**config.mk**
```make
export PLATFORM = sky130hd
export DESIGN_NAME = egress_reader
export DESIGN_NICKNAME = d
export VERILOG_FILES = /design/src/rtl/egress_reader.sv
export SDC_FILE = /design/constraint.sdc
export NUM_CORES = 1
export LEC_CHECK = 0
export BUFFER_PORTS_ARGS = -buffer_cell sky130_fd_sc_hd__buf_4
export CORE_ASPECT_RATIO = 1.25
export CORE_MARGIN = 2
export CORE_UTILIZATION = 32
export DETAILED_ROUTE_END_ITERATION = 10
export GPL_ROUTABILITY_DRIVEN = 1
export SLEW_MARGIN = 20
export SYNTH_ARGS = -nofsm -noshare
export SYNTH_HDL_FRONTEND = slang
export SYNTH_SLANG_ARGS = --single-unit
export TNS_END_PERCENT = 100
```
**constraint.sdc**
```tcl
create_clock -name clk -period 1.44 [get_ports clk]
set_input_delay 0.144 -clock clk [delete_from_list [all_inputs] [get_ports clk]]
set_output_delay 0.144 -clock clk [all_outputs]
set_load 0.01 [all_outputs]
```
**src/rtl/egress_reader.sv**
```systemverilog
// Egress reader: drains destination FIFOs D0/D1 onto one valid/ready stream, tagging each word with its source.
// Optional feature: define EGRESS_READER_RR_EN for round-robin arbitration; otherwise D0 has fixed priority.
module egress_reader #(
    parameter int BW    = 6,
    parameter int CNT_W = 5
) (
    input  logic             clk,
    input  logic             reset,
    input  logic             D0_empty,
    input  logic             D1_empty,
    input  logic [BW-1:0]    D0_data_out,
    input  logic [BW-1:0]    D1_data_out,
    output logic             D0_rd,
    output logic             D1_rd,
    input  logic             out_ready,
    output logic             out_valid,
    output logic [BW-1:0]    out_data,
    output logic             out_src,
    output logic [CNT_W-1:0] D0_count,
    output logic [CNT_W-1:0] D1_count,
    output logic             idle
);

    typedef enum logic [1:0] {IDLE, READ, CAPTURE, HOLD} state_t;

    localparam logic [CNT_W-1:0] CNT_ONE = CNT_W'(1);

    state_t             r_state;
    state_t             w_next;
    logic               r_sel;
    logic               r_d0_rd;
    logic               r_d1_rd;
    logic               r_out_valid;
    logic [BW-1:0]      r_out_data;
    logic               r_out_src;
    logic [CNT_W-1:0]   r_d0_count;
    logic [CNT_W-1:0]   r_d1_count;
    logic               r_idle;
    logic               w_any;
    logic               w_pick;
    logic               w_xfer;

    assign w_any  = !D0_empty || !D1_empty;
    assign w_xfer = (r_state == HOLD) && out_ready;

`ifdef EGRESS_READER_RR_EN
    logic r_last;

    // When both destinations have data, serve the one not served last.
    always_comb begin
        w_pick = D0_empty;
        if (!D0_empty && !D1_empty)
            w_pick = ~r_last;
    end

    always_ff @(posedge clk) begin
        if (reset)
            r_last <= 1'b1;
        else if (w_xfer)
            r_last <= r_out_src;
    end
`else
    assign w_pick = D0_empty;
`endif

    always_ff @(posedge clk) begin
        if (reset)
            r_state <= IDLE;
        else
            r_state <= w_next;
    end

    always_comb begin
        w_next = r_state;
        case (r_state)
            IDLE:    if (w_any) w_next = READ;
            READ:    w_next = CAPTURE;
            CAPTURE: w_next = HOLD;
            HOLD:    if (out_ready) w_next = IDLE;
            default: w_next = IDLE;
        endcase
    end

    // Strobes and status are registered off the next-state decision so no input reaches an output combinationally.
    always_ff @(posedge clk) begin
        if (reset) begin
            r_sel       <= 1'b0;
            r_d0_rd     <= 1'b0;
            r_d1_rd     <= 1'b0;
            r_out_valid <= 1'b0;
            r_out_data  <= '0;
            r_out_src   <= 1'b0;
            r_d0_count  <= '0;
            r_d1_count  <= '0;
            r_idle      <= 1'b1;
        end else begin
            r_d0_rd <= (r_state == IDLE) && w_any && !w_pick;
            r_d1_rd <= (r_state == IDLE) && w_any &&  w_pick;
            r_idle  <= (w_next == IDLE);
            if ((r_state == IDLE) && w_any)
                r_sel <= w_pick;
            if (r_state == CAPTURE) begin
                r_out_data  <= r_sel ? D1_data_out : D0_data_out;
                r_out_src   <= r_sel;
                r_out_valid <= 1'b1;
            end
            if (w_xfer) begin
                r_out_valid <= 1'b0;
                if (r_out_src)
                    r_d1_count <= r_d1_count + CNT_ONE;
                else
                    r_d0_count <= r_d0_count + CNT_ONE;
            end
        end
    end

    assign D0_rd     = r_d0_rd;
    assign D1_rd     = r_d1_rd;
    assign out_valid = r_out_valid;
    assign out_data  = r_out_data;
    assign out_src   = r_out_src;
    assign D0_count  = r_d0_count;
    assign D1_count  = r_d1_count;
    assign idle      = r_idle;

endmodule

```
After elaboration in Yosys (flattened, before gate mapping)
Cells that the tools add are included.

Register bits: 24. Logic and storage cells: 32. Input bits: 17. Output and inout port bits: 21.

Bitwise operators: 1. Eq/ne operators: 3. Add/subtract/negate cells: 2. Reductions and logical operators: 12. Multiplexer cells: 4.

Operators with widths (number): $add A5 B1 Y5 const B (2); $pmux W2 S4 (1); $mux W6 (1); $eq A2 B2 Y1 const B (2); $logic_and A1 B1 Y1 (4); $logic_not A2 Y1 (2); $mux W2 (2); $reduce_and A2 Y1 (2); $eq A2 B1 Y1 const B (1); $logic_not A1 Y1 (2); $reduce_or A2 Y1 (1); $logic_or A1 B1 Y1 (1); $not A1 Y1 (1).

Longest topological paths before layout
Word-level depth: 5. Gate-level depth with buffers: 5. Mapped depth without buffers: 4.

Worst setup path before layout
Ideal clock, no wire load.

Path kind: register -> register. Start: register r_d0_count[0] (netlist: D0_count[0]). End: register r_d0_count[4] (netlist: D0_count[4]). Setup time: 71 ps. Stages on the path, launching flop included: 5. Setup slack: 278 ps. Path buffers: 0. Arrival time: 1091 ps. Clock period less this slack: 1162 ps. Data required time: 1369 ps. Cell sequence: dfxtp_1 -> ha_1 -> nand3_1 -> or3_1 -> a21oi_1.

Longest elaborated chain between the ends: 1.

Ends and longest elaborated chain: start: declaration (line 36) `logic [CNT_W-1:0] r_d0_count;`; start signal: assignment (line 112) `r_d0_count <= r_d0_count + CNT_ONE;`; $add A5 B1 Y5 (line 112).

No other way between the ends. A chain may end at the register's enable or synchronous reset.

Worst setup path after layout
Start: register r_state[1]. End: register r_d1_count[4] (netlist: D1_count[4]).

Longest elaborated chain between the ends: 3.

Ends and longest elaborated chain: start: declaration (line 28) `state_t r_state;`; start signal: assignment (line 70) `r_state <= w_next;`; $eq A2 B2 Y1 (line 44) `assign w_xfer = (r_state == HOLD) && out_ready;`; $logic_and A1 B1 Y1 (line 44); $reduce_and A2 Y1 (no source line); end signal: assignment (line 110) `r_d1_count <= r_d1_count + CNT_ONE;`; end: declaration (line 37) `logic [CNT_W-1:0] r_d1_count;`.

No other way between the ends.

==> impl_metrics.yaml <==
routing:
  wirelength_um: 2140
  top_layer: "met4"
  drc: 0
  drt_iter0_markers: 13
  vias_per_cell: 4.97
  wire_per_inst_um: 11.9
  drtAntennaViolNets: 0
  met3_length_um: 189
  route.met2.wl_um: 966
  first_pass_iters: 4
  wl_met1_um: 924
  vias: 894
pwr:
  p_per_area_nw_per_um2: 952
  p_sw_share_pct: 25.5
  p_leak_uw: 0.000588
  seq_power_share_pct: 56.4
  switching_power_uw: 331
  p_clk_share_pct: 27.7
  combPwrFrac_pct: 15.9
  ir_worst_vdd_uv: 480
  p_int_uw: 967
worst_setup_path:
  endpoint_kind: "flip-flop"
  critPathLaunchType: "flip-flop"
  worstPathArrival_ns: 1.51
  worstSetupPathType: "flip-flop to flip-flop"
  cp.required_ns: 1.71
  reg2reg_depth: 3
  worstPathMaxFanout: 8
layout:
  final_common_cell: "buf_4"
  syn_to_final_growth_pct: 35.4
  regArea_sq_um: 480
  layout-drive-gt1-share_pct: 32.6
  antenna_cells: 0
  final_nets: 164
  layout_common_cells: "buf_4 (40), dfxtp_1 (24), nor2_1 (13)"
  multi_input_area_sq_um: 484
  fillCellCount: 296
floorplan:
  coreArea_sq_um: 2970
  die_area_sq_um: 3620
  ios: 38
  start_util_pct: 33.9
  die_h_um: 66.7
  die_w_um: 54.2
  std_cell_rows: 22
yosys:
  ys_seq_area_share_pct: 47.7
  ys.flop_type: "dfxtp_1"
  netlist_instances: 105
  synth-async-reset-ratio_pct: 0
  synthesis.nets: 124
  yosys.cell_types.count: 25
  synthTopCellsByArea: "dfxtp_1 (48%), mux2i_1 (8.0%), nor2_1 (4.8%)"
  synth_area_per_cell_sq_um: 9.59
  yosysTopAreaCellShare_pct: 47.7
  ys_warn_count: 0
  synthesis.area_sq_um: 1010
  synth_seq_cells: 24
  synth_edf_count: 0
  synth_largest_area_cell: "dfxtp_1"
timing:
  drv_slew: 0
  hold_viol_final: 0
  relSlewSlack_pct: 72.8
  setup_violations: 0
  worst_pin_slew_ns: 0.407
  rsz0062_at_grt: "false"
  worst_slack_ns: 0.193
  timing.fmax_mhz: 802
  min_period_ns: 1.25
  finalSetupTns_ns: 0
  finalCritPeriodShare_pct: 86.6
  skew_ns: 0.000823
global_route:
  grt_pass1_vias: 804
  antenna_found_initial: 0
  grt_pass1_wl_um: 3360
  grt.total_usage_pct: 13.1
  grt_max_degree: 25
  grt_overflow: 0
status:
  status: "finished clean"
clock_tree:
  cts_setup_buffers: 0
  clk_pin_slew_ns: 0.13
  root_buffer: "clkbuf_4"
  clkLatencyLatePin_ns: 0.32
  cts.sinks: 24
  clk_path_buf_depth: 2
  htreeDepth: 1
  cts_resized: 0
  tritoncts: "yes"
  numCtsBuffers: 3
  cts_hold_buf: 1
placement:
  hpwl_um: 1590
  port_buffers: 37
  dp_slack_ns: 0.221
  place.gp.congestion: 0.646
hold_path:
  hold_depth: 2
  holdCritPathClass: "primary input to flip-flop"
job:
  timing.max_cap.violations: 0
==> per-layer routing <==
| layer | GRT usage [%] | vias to the layer above |
|---|---|---|
| met5 | 0 | - |
| met4 | 7.50 | 0 |
| met3 | 4.71 | 5 |
| met2 | 20.8 | 37 |
| met1 | 14.8 | 398 |
| li1 | - | 454 |
==> area by class of cell <==
type	instances	area share, %
inverters	2	0.550
clock buffers	4	2.66
multi-input cells	73	35.5
well taps	36	3.30
flip-flops and latches	24	35.2
repair buffers	41	22.8
==> power by group through the flow <==
| stage | logic (uW) | registers, uW | clock network [uW] |
|---|---|---|---|
| 5_1_grt | 227 | 738 | 403 |
| 6_report | 207 | 733 | 359 |
| 2_1_floorplan | 115 | 741 | 0 |
| 3_3_place_gp | 204 | 747 | 0 |
| 3_5_place_dp | 207 | 748 | 0 |
| 4_1_cts | 210 | 734 | 376 |
==> per-stage QoR <==
stage	area (sq um)	total power (uW)	instances	util (%)	hold slack, ns
3_5_place_dp	1320	954	175	44.3	0.357
3_3_place_gp	1320	950	175	44.3	0.359
4_1_cts	1360	1320	180	45.9	0.0725
5_1_grt	1360	1370	180	45.9	0.0768
6_report	1360	1300	180	45.9	0.0826
2_1_floorplan	1010	856	105	-	0.223
==> cells by family (layout without fill, tap and decap cells) <==
group	count (synthesis)	after routing	synth area share, %
buf+inv	8	47	4.22
flops	24	24	47.7
fa+ha+maj	2	2	2.48
simple gates	38	38	22.2
xor+xnor	2	2	1.74
compound gates	23	23	13.7
mux	8	8	7.95
==> cell usage after synthesis (2+ instances only) <==
cell and n:
dfxtp_1 24, or3_1 6, nand3_1 5, nand2_1 3
ha_1 2, a211oi_1 6, mux2i_1 8, xor2_1 2
nor2_1 13, o21ai_0 6, a21oi_1 9, inv_1 2
nor3_1 4, buf_4 3, clkbuf_1 2
==> worst max-delay path: stages, from the launching register on <==
cell and delay, ns:
dfxtp_1 0.48, nand4_4 0.19, or3_1 0.38, a21oi_1 0.14
==> worst paths after layout <==
| check | startpoint | end | slack [ns] |
|---|---|---|---|
| setup / recovery | r_state[1]$_SDFF_PP0_ | D1_count[4]$_SDFFE_PP0P_ | 0.19 |
| hold / removal | D1_empty | idle$_SDFF_PP1_ | 0.08 |
| setup reg to reg | r_state[1]$_SDFF_PP0_ | D1_count[4]$_SDFFE_PP0P_ | 0.19 |
| hold reg to reg | D1_count[4]$_SDFFE_PP0P_ | D1_count[4]$_SDFFE_PP0P_ | 0.50 |
==> state kept, by name, indices dropped and copies added (netlist names) <==
name       cells
D0_count       5
D0_rd          1
D1_count       5
D1_rd          1
idle           1
out_data       6
out_src        1
out_valid      1
r_sel          1
r_state        2
Power figures use the tool's default switching activity.
